===== config.mk =====
export PLATFORM = sky130hd
export DESIGN_NAME = ifu_fetch_ctrl_flat
export DESIGN_NICKNAME = d
export VERILOG_FILES = /design/src/rtl/ifu_fetch_ctrl_pkg.sv /design/src/rtl/ifu_fetch_ctrl_if.sv /design/src/rtl/ifu_redirect_mux.sv /design/src/rtl/ifu_fetch_ctrl.sv /design/src/flat_wrapper.sv
export SDC_FILE = /design/constraint.sdc
export NUM_CORES = 1
export LEC_CHECK = 0
export BUFFER_PORTS_ARGS = -buffer_cell sky130_fd_sc_hd__buf_2
export CORE_ASPECT_RATIO = 1.1
export CORE_MARGIN = 10
export CORE_UTILIZATION = 47
export CTS_BUF_LIST = sky130_fd_sc_hd__clkbuf_4 sky130_fd_sc_hd__clkbuf_8
export CTS_CLUSTER_SIZE = 10
export DETAILED_ROUTE_END_ITERATION = 8
export PLACE_DENSITY = 0.82
export SYNTH_ARGS = -nofsm -noshare
export SYNTH_HDL_FRONTEND = slang
export SYNTH_SLANG_ARGS = --single-unit

===== constraint.sdc =====
create_clock -name clk -period 6.4 [get_ports clk]
set_input_delay 0.64 -clock clk [delete_from_list [all_inputs] [get_ports clk]]
set_output_delay 0.64 -clock clk [all_outputs]
set_load 0.02 [all_outputs]

===== src/rtl/ifu_fetch_ctrl_pkg.sv =====
// Shared widths, reset PC, FSM/redirect encodings and payload types for the fetch sequencer.
package ifu_fetch_ctrl_pkg;

  localparam int unsigned XLEN = 64;
  localparam int unsigned ILEN = 32;

  localparam logic [XLEN-1:0] PC_RST     = 64'h0000_0000_8000_0000;
  localparam logic [XLEN-1:0] INST_BYTES = XLEN'(4);

  typedef enum logic [1:0] {
    ST_REQ  = 2'd0,
    ST_WAIT = 2'd1,
    ST_OUT  = 2'd2
  } fetch_state_e;

  typedef enum logic [1:0] {
    REDIR_NONE = 2'd0,
    REDIR_BR   = 2'd1,
    REDIR_MRET = 2'd2,
    REDIR_TRAP = 2'd3
  } redir_cause_e;

  // Instruction held for decode together with the PC it was fetched from.
  typedef struct packed {
    logic [XLEN-1:0] pc;
    logic [ILEN-1:0] word;
  } fetch_inst_t;

  // Sequential successor; wraps modulo 2^XLEN.
  function automatic logic [XLEN-1:0] next_seq_pc(input logic [XLEN-1:0] pc);
    return pc + INST_BYTES;
  endfunction

endpackage


===== src/rtl/ifu_fetch_ctrl_if.sv =====
// Fetch controller bus: imem request/response, decode hand-off, redirect inputs, PC view.
interface ifu_fetch_ctrl_if;

  logic                                 imem_req_valid;
  logic                                 imem_req_ready;
  logic [ifu_fetch_ctrl_pkg::XLEN-1:0]  imem_req_addr;
  logic                                 imem_rsp_valid;
  logic [ifu_fetch_ctrl_pkg::ILEN-1:0]  imem_rsp_data;

  logic                                 inst_valid;
  logic                                 inst_ready;
  logic [ifu_fetch_ctrl_pkg::ILEN-1:0]  inst;
  logic [ifu_fetch_ctrl_pkg::XLEN-1:0]  inst_pc;

  logic                                 br_valid;
  logic [ifu_fetch_ctrl_pkg::XLEN-1:0]  br_target;
  logic                                 mret_valid;
  logic [ifu_fetch_ctrl_pkg::XLEN-1:0]  mepc;
  logic                                 trap_valid;
  logic [ifu_fetch_ctrl_pkg::XLEN-1:0]  trap_vec;

  logic [ifu_fetch_ctrl_pkg::XLEN-1:0]  current_pc;

  modport master (
    output imem_req_valid, imem_req_addr, inst_valid, inst, inst_pc, current_pc,
    input  imem_req_ready, imem_rsp_valid, imem_rsp_data, inst_ready,
           br_valid, br_target, mret_valid, mepc, trap_valid, trap_vec
  );

  modport slave (
    input  imem_req_valid, imem_req_addr, inst_valid, inst, inst_pc, current_pc,
    output imem_req_ready, imem_rsp_valid, imem_rsp_data, inst_ready,
           br_valid, br_target, mret_valid, mepc, trap_valid, trap_vec
  );

endinterface


===== src/rtl/ifu_redirect_mux.sv =====
// Same-cycle redirect priority select: trap over mret over branch/jump.
module ifu_redirect_mux
  import ifu_fetch_ctrl_pkg::*;
(
  input  logic              br_valid,
  input  logic [XLEN-1:0]   br_target,
  input  logic              mret_valid,
  input  logic [XLEN-1:0]   mepc,
  input  logic              trap_valid,
  input  logic [XLEN-1:0]   trap_vec,
  output logic              redir_valid_c,
  output logic [XLEN-1:0]   redir_target_c,
  output redir_cause_e      redir_cause_c
);

  assign redir_valid_c = trap_valid | mret_valid | br_valid;

  // Lower-priority requests raised in the same cycle are simply dropped.
  always_comb begin
    redir_cause_c  = REDIR_NONE;
    redir_target_c = '0;
    if (trap_valid) begin
      redir_cause_c  = REDIR_TRAP;
      redir_target_c = trap_vec;
    end else if (mret_valid) begin
      redir_cause_c  = REDIR_MRET;
      redir_target_c = mepc;
    end else if (br_valid) begin
      redir_cause_c  = REDIR_BR;
      redir_target_c = br_target;
    end
  end

endmodule


===== src/rtl/ifu_fetch_ctrl.sv =====
// Fetch sequencer: owns the PC, issues one imem request per PC, holds the returned
// instruction for decode and applies prioritised redirects, killing stale fetches.
module ifu_fetch_ctrl
  import ifu_fetch_ctrl_pkg::*;
(
  input  logic               clk,
  input  logic               rst,
  ifu_fetch_ctrl_if.master   bus
);

  fetch_state_e     state;
  logic [XLEN-1:0]  pc;
  logic [XLEN-1:0]  pend_pc;
  logic             pend;
  logic             kill;
  logic             req_valid;
  logic             inst_valid;
  fetch_inst_t      held;

  logic             redir_valid_c;
  logic [XLEN-1:0]  redir_target_c;
  redir_cause_e     redir_cause_c;

  ifu_redirect_mux u_redirect_mux (
    .br_valid       (bus.br_valid),
    .br_target      (bus.br_target),
    .mret_valid     (bus.mret_valid),
    .mepc           (bus.mepc),
    .trap_valid     (bus.trap_valid),
    .trap_vec       (bus.trap_vec),
    .redir_valid_c  (redir_valid_c),
    .redir_target_c (redir_target_c),
    .redir_cause_c  (redir_cause_c)
  );

  // Valid flag and cause encoding must always describe the same redirect.
  always_ff @(posedge clk) begin
    if (!rst) begin
      assert (redir_valid_c == (redir_cause_c != REDIR_NONE));
    end
  end

  always_ff @(posedge clk or posedge rst) begin
    if (rst) begin
      state      <= ST_REQ;
      pc         <= PC_RST;
      pend_pc    <= '0;
      pend       <= 1'b0;
      kill       <= 1'b0;
      req_valid  <= 1'b1;
      inst_valid <= 1'b0;
      held       <= '0;
    end else begin
      case (state)
        // Address is frozen while the request stalls; a redirect waits in pend_pc.
        ST_REQ: begin
          if (bus.imem_req_ready) begin
            state     <= ST_WAIT;
            req_valid <= 1'b0;
            pend      <= 1'b0;
            if (redir_valid_c) begin
              pc   <= redir_target_c;
              kill <= 1'b1;
            end else if (pend) begin
              pc   <= pend_pc;
              kill <= 1'b1;
            end
          end else if (redir_valid_c) begin
            pend_pc <= redir_target_c;
            pend    <= 1'b1;
          end
        end

        ST_WAIT: begin
          if (redir_valid_c) begin
            pc <= redir_target_c;
            if (bus.imem_rsp_valid) begin
              kill      <= 1'b0;
              state     <= ST_REQ;
              req_valid <= 1'b1;
            end else begin
              kill <= 1'b1;
            end
          end else if (bus.imem_rsp_valid) begin
            if (kill) begin
              kill      <= 1'b0;
              state     <= ST_REQ;
              req_valid <= 1'b1;
            end else begin
              held       <= '{pc: pc, word: bus.imem_rsp_data};
              inst_valid <= 1'b1;
              state      <= ST_OUT;
            end
          end
        end

        // Redirect beats a same-cycle decode handshake; no pc+4 in that case.
        ST_OUT: begin
          if (redir_valid_c || bus.inst_ready) begin
            pc         <= redir_valid_c ? redir_target_c : next_seq_pc(pc);
            inst_valid <= 1'b0;
            state      <= ST_REQ;
            req_valid  <= 1'b1;
          end
        end

        default: begin
          state      <= ST_REQ;
          req_valid  <= 1'b1;
          inst_valid <= 1'b0;
          kill       <= 1'b0;
          pend       <= 1'b0;
        end
      endcase
    end
  end

  assign bus.imem_req_valid = req_valid;
  assign bus.imem_req_addr  = pc;
  assign bus.inst_valid     = inst_valid;
  assign bus.inst           = held.word;
  assign bus.inst_pc        = held.pc;
  assign bus.current_pc     = pc;

endmodule


===== src/flat_wrapper.sv =====
// flat-port wrapper written by rule: the top's interface ports become plain ports
module ifu_fetch_ctrl_flat import ifu_fetch_ctrl_pkg::*;
  (clk, rst, bus_imem_req_valid, bus_imem_req_addr, bus_inst_valid, bus_inst, bus_inst_pc, bus_current_pc, bus_imem_req_ready, bus_imem_rsp_valid, bus_imem_rsp_data, bus_inst_ready, bus_br_valid, bus_br_target, bus_mret_valid, bus_mepc, bus_trap_valid, bus_trap_vec);
  ifu_fetch_ctrl_if bus_i ();
  input  logic clk;
  input  logic rst;
  output wire logic [$bits(bus_i.imem_req_valid)-1:0] bus_imem_req_valid;
  output wire logic [$bits(bus_i.imem_req_addr)-1:0] bus_imem_req_addr;
  output wire logic [$bits(bus_i.inst_valid)-1:0] bus_inst_valid;
  output wire logic [$bits(bus_i.inst)-1:0] bus_inst;
  output wire logic [$bits(bus_i.inst_pc)-1:0] bus_inst_pc;
  output wire logic [$bits(bus_i.current_pc)-1:0] bus_current_pc;
  input wire logic [$bits(bus_i.imem_req_ready)-1:0] bus_imem_req_ready;
  input wire logic [$bits(bus_i.imem_rsp_valid)-1:0] bus_imem_rsp_valid;
  input wire logic [$bits(bus_i.imem_rsp_data)-1:0] bus_imem_rsp_data;
  input wire logic [$bits(bus_i.inst_ready)-1:0] bus_inst_ready;
  input wire logic [$bits(bus_i.br_valid)-1:0] bus_br_valid;
  input wire logic [$bits(bus_i.br_target)-1:0] bus_br_target;
  input wire logic [$bits(bus_i.mret_valid)-1:0] bus_mret_valid;
  input wire logic [$bits(bus_i.mepc)-1:0] bus_mepc;
  input wire logic [$bits(bus_i.trap_valid)-1:0] bus_trap_valid;
  input wire logic [$bits(bus_i.trap_vec)-1:0] bus_trap_vec;
  assign bus_imem_req_valid = bus_i.imem_req_valid;
  assign bus_imem_req_addr = bus_i.imem_req_addr;
  assign bus_inst_valid = bus_i.inst_valid;
  assign bus_inst = bus_i.inst;
  assign bus_inst_pc = bus_i.inst_pc;
  assign bus_current_pc = bus_i.current_pc;
  assign bus_i.imem_req_ready = bus_imem_req_ready;
  assign bus_i.imem_rsp_valid = bus_imem_rsp_valid;
  assign bus_i.imem_rsp_data = bus_imem_rsp_data;
  assign bus_i.inst_ready = bus_inst_ready;
  assign bus_i.br_valid = bus_br_valid;
  assign bus_i.br_target = bus_br_target;
  assign bus_i.mret_valid = bus_mret_valid;
  assign bus_i.mepc = bus_mepc;
  assign bus_i.trap_valid = bus_trap_valid;
  assign bus_i.trap_vec = bus_trap_vec;
  ifu_fetch_ctrl u_core (.clk(clk), .rst(rst), .bus(bus_i));
endmodule

==> After elaboration in Yosys (flattened, before gate mapping) <==
Index checks and enable logic that the tools add are counted.
{ "word_totals": {"out_inout_bits": 226, "reg_bits": 230, "in_bits": 232} }
{ "classes": {"reduce_logical": 12, "bitwise": 8, "muxes": 39, "eq_ne": 12, "n_addsub": 1} }
{ "op_table": {"columns": ["op", "n"], "rows": [
  ["2-to-1 mux 64 bit", 9],
  ["one-hot mux 64 bit (3 select lines)", 1],
  ["adder 64 x 3 -> 64 bit (second input constant)", 1],
  ["2-to-1 mux 1 bit", 18],
  ["2-to-1 mux 2 bit", 6],
  ["AND reduction 4 bit", 3],
  ["AND reduction 5 bit", 2],
  ["one-hot mux 1 bit (3 select lines)", 3],
  ["inequality test 2 bit (second input constant)", 4],
  ["inequality test 3 x 1 -> 1 bit (second input constant)", 2],
  ["inequality test 3 x 2 -> 1 bit (second input constant)", 2],
  ["inverter 1 bit", 6],
  ["one-hot mux 2 bit (3 select lines)", 1],
  ["AND reduction 3 bit", 2],
  ["inequality test 2 x 1 -> 1 bit (second input constant)", 2],
  ["nonzero test 3 bit", 1],
  ["equality test 2 x 1 -> 1 bit (second input constant)", 1],
  ["equality test 2 bit (second input constant)", 1],
  ["logical NOT 2 bit", 1],
  ["bitwise OR 1 bit", 2],
  ["one-hot mux 1 bit (2 select lines)", 1],
  ["AND reduction 2 bit", 1],
  ["OR reduction 2 bit", 1],
  ["logical OR 1 bit", 1]
]} }

==> Longest topological paths before layout <==
Gate-level depths: netlist of the first run.
{ "depth": {"ltp_word": 6, "ltp_mapped": 10} }

==> By module <==
From an unflattened synthesis of the first run, not the netlist that was laid out.
{ "hier_totals": {"cells_unflattened": 1580, "area_unflattened_um2": 15077.0} }
{ "modules_own_cells": {"columns": ["mod", "cells_per_inst", "area_each_um2", "instances", "seq_area_each_um2"], "rows": [
  ["ifu_fetch_ctrl", 1285, 13150.1, 1, 5758.0],
  ["ifu_redirect_mux", 295, 1926.8, 1, 0.0]
]} }

==> Worst setup path after synthesis of the first run <==
No wires, ideal clock.
{ "synth_path": {"kind": "register -> register", "start": "register u_core.pc[6] (netlist: u_core.bus.current_pc[6])", "end": "register u_core.pc[63] (netlist: u_core.bus.current_pc[63])", "arrival_time_ns": 2.558, "path_stages_with_launch": 8, "required_time_ns": 6.271, "period_less_slack_ns": 2.686, "path_buffers": 1, "path_slack_ns": 3.714, "setup_time_ns": 0.129, "cell_sequence": "dfrtp_1 -> buf_2 -> nand3_1 -> or4_1 -> or3_1 -> or4_1 -> and3_1 -> a2111o_1"} }
{ "synth_between": {"elab_chain_len": 4} }
{ "synth_rtl": {"columns": ["element", "line_no", "source"], "rows": [
  ["start, declared", "ifu_fetch_ctrl.sv:12", "logic [XLEN-1:0] pc;"],
  ["start signal, assigned", "ifu_fetch_ctrl.sv:62", "pc <= redir_target_c;"],
  ["start signal, assigned", "ifu_fetch_ctrl.sv:65", "pc <= pend_pc;"],
  ["start signal, assigned", "ifu_fetch_ctrl.sv:76", "pc <= redir_target_c;"],
  ["adder 64 x 3 -> 64 bit", "ifu_fetch_ctrl_pkg.sv:31", "return pc + INST_BYTES;"],
  ["2-to-1 mux 64 bit", "ifu_fetch_ctrl.sv:100", "pc <= redir_valid_c ? redir_target_c : next_seq_pc(pc);"],
  ["2-to-1 mux 64 bit", "ifu_fetch_ctrl.sv:99", "if (redir_valid_c || bus.inst_ready) begin"],
  ["one-hot mux 64 bit (3 select lines)", "ifu_fetch_ctrl.sv:54", "case (state)"]
]} }
No other way between the ends. The select of a mux whose other input is x is not followed.
A chain may end at the register's enable or synchronous reset.

==> Final worst setup path of the first run <==
{ "layout_path": {"start": "register u_core.state[0]", "end": "register u_core.pc[22] (netlist: u_core.bus.current_pc[22])"} }
{ "layout_between": {"elab_chain_len": 3, "elab_cells_between_ends": 10} }
{ "layout_rtl": {"columns": ["element", "line_no", "source"], "rows": [
  ["start, declared", "ifu_fetch_ctrl.sv:11", "fetch_state_e state;"],
  ["start signal, assigned", "ifu_fetch_ctrl.sv:45", "state <= ST_REQ;"],
  ["start signal, assigned", "ifu_fetch_ctrl.sv:58", "state <= ST_WAIT;"],
  ["start signal, assigned", "ifu_fetch_ctrl.sv:79", "state <= ST_REQ;"],
  ["equality test 2 x 1 -> 1 bit (tied with other cells)", "ifu_fetch_ctrl.sv:54", null],
  ["inequality test 2 x 1 -> 1 bit (no line) (tied with other cells)", null, null],
  ["AND reduction 5 bit (no line)", null, null]
]} }
Several ways; a longest one is shown, not always the timed one.

==> results of run 1 <==
flip-flops by register name, indices dropped and copies added, names as in the netlist:
signal,count
u_core.bus.current_pc,64
u_core.bus.inst_pc,64
u_core.pend_pc,64
u_core.bus.inst,32
u_core.state,2
u_core.bus.imem_req_valid,1
u_core.bus.inst_valid,1
u_core.kill,1
u_core.pend,1
how the worst max path moves through the flow:
stage | start | endpoint | slack [ns] | depth (start not counted)
6_report | u_core.state[0] | u_core.bus.current_pc[22] | 2.84 | 9
5_1_grt | u_core.state[0] | u_core.bus.current_pc[22] | 2.49 | 9
4_1_cts | u_core.state[0] | u_core.bus.current_pc[22] | 2.91 | 9
3_5_place_dp | bus_br_valid | u_core.bus.current_pc[22] | 2.78 | 8
3_3_place_gp | bus_trap_valid | u_core.bus.current_pc[26] | 2.84 | 7
2_1_floorplan | rst | u_core.bus.current_pc[0] | 2.75 | 1
power breakdown:
part	internal (mW)	leakage, nW	total, mW	switching [mW]
Combinational	1.29	4.24	3.51	2.22
Clock	0.783	0.442	1.38	0.601
Sequential	2.12	2.91	2.92	0.803
Total	4.19	7.60	7.81	3.62
final cells by class:
class | instances | area (um2)
timing repair buffer | 476 | 2430
clock inverter | 5 | 31.3
sequential | 230 | 5760
tap | 357 | 447
multi-input combinational | 958 | 6430
fill | 2369 | 11300
clock buffer | 65 | 795
antenna | 2 | 5.00
inverter | 9 | 37.5
Yosys cell counts (4+ instances only):
library cell  instances  area share, %
and4_1                8           0.54
mux2_2              143             12
buf_1                17           0.49
a221oi_1             13           0.87
a21oi_1              83            3.2
a221o_1              10           0.77
dfrtp_1             228             44
o221ai_1              5           0.34
and3_1               13           0.62
o22ai_1               6           0.29
inv_1                 7           0.20
o31a_1                8           0.54
and2_1                9           0.43
o211ai_1              4           0.23
xnor2_1               5           0.34
nor2b_1               6           0.29
a211o_1               4           0.27
a22o_1                8           0.54
nand2_1             135            3.9
a211oi_1             20            1.1
nand4_1              17           0.81
o21ai_0             135            5.2
ha_1                  5           0.48
clkbuf_1             82            2.4
o21a_1                5           0.29
nor4_1               17           0.81
o31ai_1              13           0.75
nor2_1               50            1.4
nand3b_1             11           0.63
o2bb2ai_1            16            1.1
nand3_1              33            1.3
a31o_2                4           0.27
nor3_1               32            1.2
a22oi_1              50            2.9
or4_1                 9           0.52
buf_4                64            3.7
a31oi_1              20           0.96
a21boi_0              4           0.23
or3_1                10           0.48
xor2_1                8           0.54
per-layer routing:
metal	global-route usage (%)	up-vias	part of all wire, %
li1	-	5744	-
met1	34.9	6167	38
met2	44.9	901	48
met3	7.25	115	12
met4	7.72	0	2.5
met5	0	-	0
logic make-up after synthesis:
family,share of synthesized area [%]
AO/OA/AOI/OAI,21.5
AND/OR/NAND/NOR,13.8
flip-flops,44.1
buffers and inverters,6.90
multiplexers,12.3
XOR/XNOR,0.872
adder cells (fa/ha/maj),0.479
==> impl_metrics.json, run 1 <==
{
  "status": "completed",
  "dieWidth_um": 179,
  "drv_cap": 0,
  "drive_gt1_share_pct": 40.6,
  "grt_max_degree": 110,
  "cp.required_ns": 6.85,
  "rr_worst_depth": 9,
  "pre_cts_ws_ns": 2.78,
  "area.growth.synth_to_final_pct": 22.0,
  "leakage_nw": 7.60,
  "power.total_mw": 7.81,
  "top_level_ports": 458,
  "drv_slew": 0,
  "tightest_slew_ns": 1.15,
  "clock_skew_ns": 0.0242,
  "hp-class": "in -> async",
  "hold_viol_final": 0,
  "worst_slack_ns": 2.84,
  "cts_tree": "built",
  "synth_fp_nets": 1600,
  "grt.overflow.total": 0,
  "ys_ff_latch": 230,
  "synth_cell_types": 70,
  "postCtsHoldBufs": 0,
  "worstPathCellList": "inv_1 -> ha_1 -> clkinv_1 -> nor2_1 -> buf_4 -> nand2_1 -> nor4b_1 -> nor3_1 -> o21ai_0",
  "clock_sinks": 230,
  "final_cell_mix": "456 x buf_2, 228 x dfrtp_1, 143 x mux2_2, 135 x o21ai_0, 132 x nand2_1",
  "p_per_area_mw_per_mm2": 490,
  "drc": 0,
  "cts_root_buffer": "clkbuf_8",
  "grt_pass1_wl_mm": 75.5,
  "setup_tns_ns": 0,
  "crit_buf_inv": 3,
  "critical-path-slowest-cell": "nand2_1",
  "firstDrtPassIters": 6,
  "setup_violations": 0,
  "hold_ws_ns": 0.210,
  "gp_congestion": 0.937,
  "critPathKind": "reg -> reg",
  "cp.arrival_ns": 4.01,
  "die_area_mm2": 0.0349,
  "rows": 63,
  "grt_pass1_vias": 12565,
  "cp_slowest_stage_delay_ns": 0.71,
  "fin_crit_ns": 3.56,
  "final_common_cell": "buf_2",
  "drt_iter0_drc": 1593,
  "clk_pin_slew_ns": 0.06,
  "numCtsBuffers": 39,
  "synth_area_mm2": 0.0131,
  "ys_dominant_reg_cell": "dfrtp_1",
  "hpwl_mm": 38.4,
  "num_vias": 12927,
  "placed_cells": 2030,
  "max_freq_mhz": 281,
  "final_util_pct": 58.6,
  "insertion_delay_ns": 0.56,
  "rrSetupSlack_ns": 2.84,
  "async_flop_share_pct": 100,
  "cts_buffer_depth": 3,
  "relSlewSlack_pct": 23.4,
  "ys_seq_area_share_pct": 44.1,
  "postCtsResizedCells": 0,
  "cp_max_fo": 34,
  "antenna_left": 0,
  "final_nets": 1951,
  "final_cells": 2102,
  "crit_path_end_kind": "flip-flop",
  "htree_levels": 2,
  "track_usage_pct": 27.5,
  "start_util_pct": 48.0,
  "fin_area_mm2": 0.0159,
  "port_buffers": 457,
  "drt-total-wl_mm": 50.3,
  "core-area_mm2": 0.0272,
  "ys_warn_count": 0,
  "dpl_cell_area_mm2": 0.0151,
  "grt_setup_unrepaired": "no",
  "timing.final.crit_share_pct": 55.6,
  "antenna_found_initial": 4,
  "critical-path-top-delay-family": "simple AND/OR/NAND/NOR gates",
  "synth_edf_count": 0,
  "die-height_um": 195,
  "ir_drop_mv": 0.303,
  "cp-start-kind": "flip-flop",
  "wl_per_cell_um": 24.0,
  "synth_cells": 1363,
  "via_per_inst": 6.15,
  "worstReg2RegStart": "u_core.state[0]",
  "avgSynthCellArea_um2": 9.58,
  "worstReg2RegEnd": "u_core.bus.current_pc[22]",
  "cts_setup_buffers": 0
}
(Power assumes the default switching activity.)
==> run 2: changes to the inputs <==
--- a/config.mk
+++ b/config.mk
@@ -5,14 +5,15 @@
 export SDC_FILE = /design/constraint.sdc
 export NUM_CORES = 1
 export LEC_CHECK = 0
+export ABC_AREA = 1
 export BUFFER_PORTS_ARGS = -buffer_cell sky130_fd_sc_hd__buf_2
 export CORE_ASPECT_RATIO = 1.1
 export CORE_MARGIN = 10
-export CORE_UTILIZATION = 47
+export CORE_UTILIZATION = 53
 export CTS_BUF_LIST = sky130_fd_sc_hd__clkbuf_4 sky130_fd_sc_hd__clkbuf_8
 export CTS_CLUSTER_SIZE = 10
 export DETAILED_ROUTE_END_ITERATION = 8
-export PLACE_DENSITY = 0.82
+export PLACE_DENSITY = 0.86
 export SYNTH_ARGS = -nofsm -noshare
 export SYNTH_HDL_FRONTEND = slang
 export SYNTH_SLANG_ARGS = --single-unit
==> constraint.sdc (replaced) <==
create_clock -name clk -period 3.3 [get_ports clk]
set_input_delay 0.33 -clock clk [delete_from_list [all_inputs] [get_ports clk]]
set_output_delay 0.33 -clock clk [all_outputs]
set_load 0.02 [all_outputs]
==> impl_metrics.json, run 2 <==
{
  "status": "completed",
  "cp_slowest_stage_delay_ns": 0.62,
  "setup_violations": 0,
  "drt-total-wl_mm": 59.5,
  "timing.final.crit_share_pct": 82.9,
  "dieWidth_um": 176,
  "gp_congestion": 0.993,
  "synth.area.top_cells": "dfrtp_1 40%, nand2_1 14%, o21ai_0 8.2%, nor2_1 5.4%, a21oi_1 4.7%",
  "worstReg2RegEnd": "u_core.bus.current_pc[58]",
  "die-height_um": 191,
  "cp.arrival_ns": 3.17,
  "area.growth.synth_to_final_pct": 21.1,
  "rrSetupSlack_ns": 0.56,
  "grt_max_degree": 115,
  "synth_top_area_share_pct": 40.3,
  "worstHoldEndpoint": "u_core.bus.inst[16]",
  "grt_setup_unrepaired": "no",
  "wl_per_cell_um": 21.9,
  "port_buffers": 457,
  "tightest_slew_ns": 0.820,
  "grt.overflow.total": 0,
  "hold_start": "bus_imem_rsp_data[16]",
  "track_usage_pct": 34.0,
  "synth_commonest_cells": "543 x nand2_1, 233 x o21ai_0, 228 x dfrtp_1, 204 x nor2_1, 143 x inv_1",
  "hold_viol_final": 0,
  "ys_ff_latch": 230,
  "drv_cap": 0,
  "cts_tree": "built",
  "cp.required_ns": 3.73,
  "cts_buffer_depth": 3,
  "ys_dominant_reg_cell": "dfrtp_1",
  "critPathKind": "reg -> reg",
  "critPathMostFrequentCell": "nand2_1",
  "antenna_left": 0,
  "hp-class": "in -> reg",
  "drc": 0,
  "async_flop_share_pct": 100,
  "synth_area_mm2": 0.0141,
  "core-area_mm2": 0.0262,
  "cp_max_fo": 8,
  "worstPathCellList": "nand2_1 -> nor2_1 -> nand2_1 -> nor2_1 -> nand2_1 -> o21ai_0 -> nand3_1 -> nand3_1 -> nand3_1 -> nand2_1 -> nand2_1",
  "clock_skew_ns": 0.0314,
  "fin_crit_ns": 2.74,
  "final_common_cell": "nand2_1",
  "drt_iter0_drc": 1842,
  "rr_worst_depth": 11,
  "hold_ws_ns": 0.00931,
  "htree_levels": 2,
  "clk_pin_slew_ns": 0.06,
  "cts_setup_buffers": 0,
  "avgSynthCellArea_um2": 7.16,
  "synth_fp_nets": 2213,
  "antenna_found_initial": 2,
  "yosys.area.top_type": "dfrtp_1",
  "ys_seq_area_share_pct": 40.7,
  "fin_area_mm2": 0.0171,
  "cts_root_buffer": "clkbuf_8",
  "hold_depth": 2,
  "die_area_mm2": 0.0336,
  "drv_slew": 0,
  "critical-path-slowest-cell": "dfrtp_1",
  "relSlewSlack_pct": 44.8,
  "start_util_pct": 54.0,
  "clock_sinks": 230,
  "setup_tns_ns": 0,
  "crit_path_end_kind": "flip-flop",
  "rows": 62,
  "top_level_ports": 458,
  "synth.most_common_cell": "nand2_1",
  "synth_cell_types": 38,
  "grt_pass1_wl_mm": 89.6,
  "p_per_area_mw_per_mm2": 948,
  "numCtsBuffers": 39,
  "dpl_cell_area_mm2": 0.0163,
  "drive_gt1_share_pct": 27.2,
  "max_freq_mhz": 365,
  "via_per_inst": 5.73,
  "final_cell_mix": "543 x nand2_1, 457 x buf_2, 233 x o21ai_0, 228 x dfrtp_1, 204 x nor2_1",
  "synth_edf_count": 0,
  "worst_slack_ns": 0.563,
  "insertion_delay_ns": 0.57,
  "hpwl_mm": 46.3,
  "worstReg2RegStart": "u_core.bus.current_pc[15]",
  "final_nets": 2577,
  "ir_drop_mv": 0.519,
  "num_vias": 15594,
  "grt_pass1_vias": 14966,
  "pre_cts_ws_ns": 0.697,
  "firstDrtPassIters": 6,
  "leakage_nw": 8.80,
  "cp-start-kind": "flip-flop",
  "synth_cells": 1976,
  "ys_warn_count": 0
}
-- run 2: cell types whose count changed after synthesis, moves of 20 or more --
| cell | change |
|---|---|
| nand2_1 | +408 |
| nor2_1 | +154 |
| inv_1 | +136 |
| o21ai_0 | +98 |
| mux2_2 | -94 |
| nand3_1 | +67 |
| a21oi_1 | +50 |
| buf_2 | +36 |
| clkbuf_1 | -30 |
| or2_2 | +20 |
-- run 2: cell families (layout without fill, tap and decap cells) --
family / after synthesis / in the layout / share of synthesized area [%]
buffers and inverters: 315 / 706 / 10.4
multiplexers: 49 / 49 / 3.90
flip-flops: 230 / 230 / 40.7
other: 0 / 1 / 0
XOR/XNOR: 8 / 8 / 0.495
adder cells (fa/ha/maj): 5 / 5 / 0.442
AO/OA/AOI/OAI: 473 / 473 / 18.6
AND/OR/NAND/NOR: 896 / 896 / 25.5
-- run 2: worst max path at each step --
stage	startpoint	end	slack (ns)	cells past startpoint
2_1_floorplan	rst	u_core.bus.current_pc[0]	-0.04	1
3_3_place_gp	bus_mret_valid	u_core.bus.current_pc[19]	0.76	12
3_5_place_dp	bus_mret_valid	u_core.bus.current_pc[19]	0.70	12
4_1_cts	u_core.bus.current_pc[15]	u_core.bus.current_pc[38]	0.74	13
5_1_grt	u_core.bus.current_pc[15]	u_core.bus.current_pc[38]	0.46	13
6_report	u_core.bus.current_pc[15]	u_core.bus.current_pc[58]	0.56	11
-- run 2: timing repair --
| item | 4_1_cts | 5_1_grt |
|---|---|---|
| hold endpoints to repair | 17 | 0 |
| hold buffers | 1 | 0 |
| resized for setup | 0 | 0 |
-- run 2: worst max-delay path: cells and delay by family, from the launching register on --
kind	cells	cell delay (ns)
flip-flops	1	0.62
AO/OA/AOI/OAI	1	0.37
AND/OR/NAND/NOR	10	1.61
-- run 2: where the power goes --
part	switching, mW	total, mW	internal (mW)
logic	5.38	7.85	2.47
clock network	1.20	2.72	1.52
registers	1.56	5.69	4.13
-- run 2: cell type report --
type | instances | area [um2]
tap | 352 | 440
clock inverter | 6 | 32.5
antenna | 1 | 2.50
inverter | 147 | 557
clock buffer | 62 | 791
timing repair buffer | 491 | 2630
multi-input combinational | 1431 | 6930
fill | 2364 | 9080
sequential | 230 | 5760
-- run 2: stage by stage --
step	cells	util, %	total power, mW
after global placement	2650	62.2	13.2
after CTS	2719	65.4	16.1
after detailed placement	2650	62.2	13.4
after global routing	2719	65.4	17.2
after floorplan	1976	-	10.5
final	2720	65.4	16.3
-- run 2: routing by layer --
layer / up-vias / part of all wire [%] / global-route usage (%)
met1: 7294 / 39 / 43.2
met2: 991 / 46 / 54.5
met4: 0 / 2.6 / 9.10
met3: 111 / 12 / 11.3
met5: - / 0 / 0
li1: 7198 / - / -
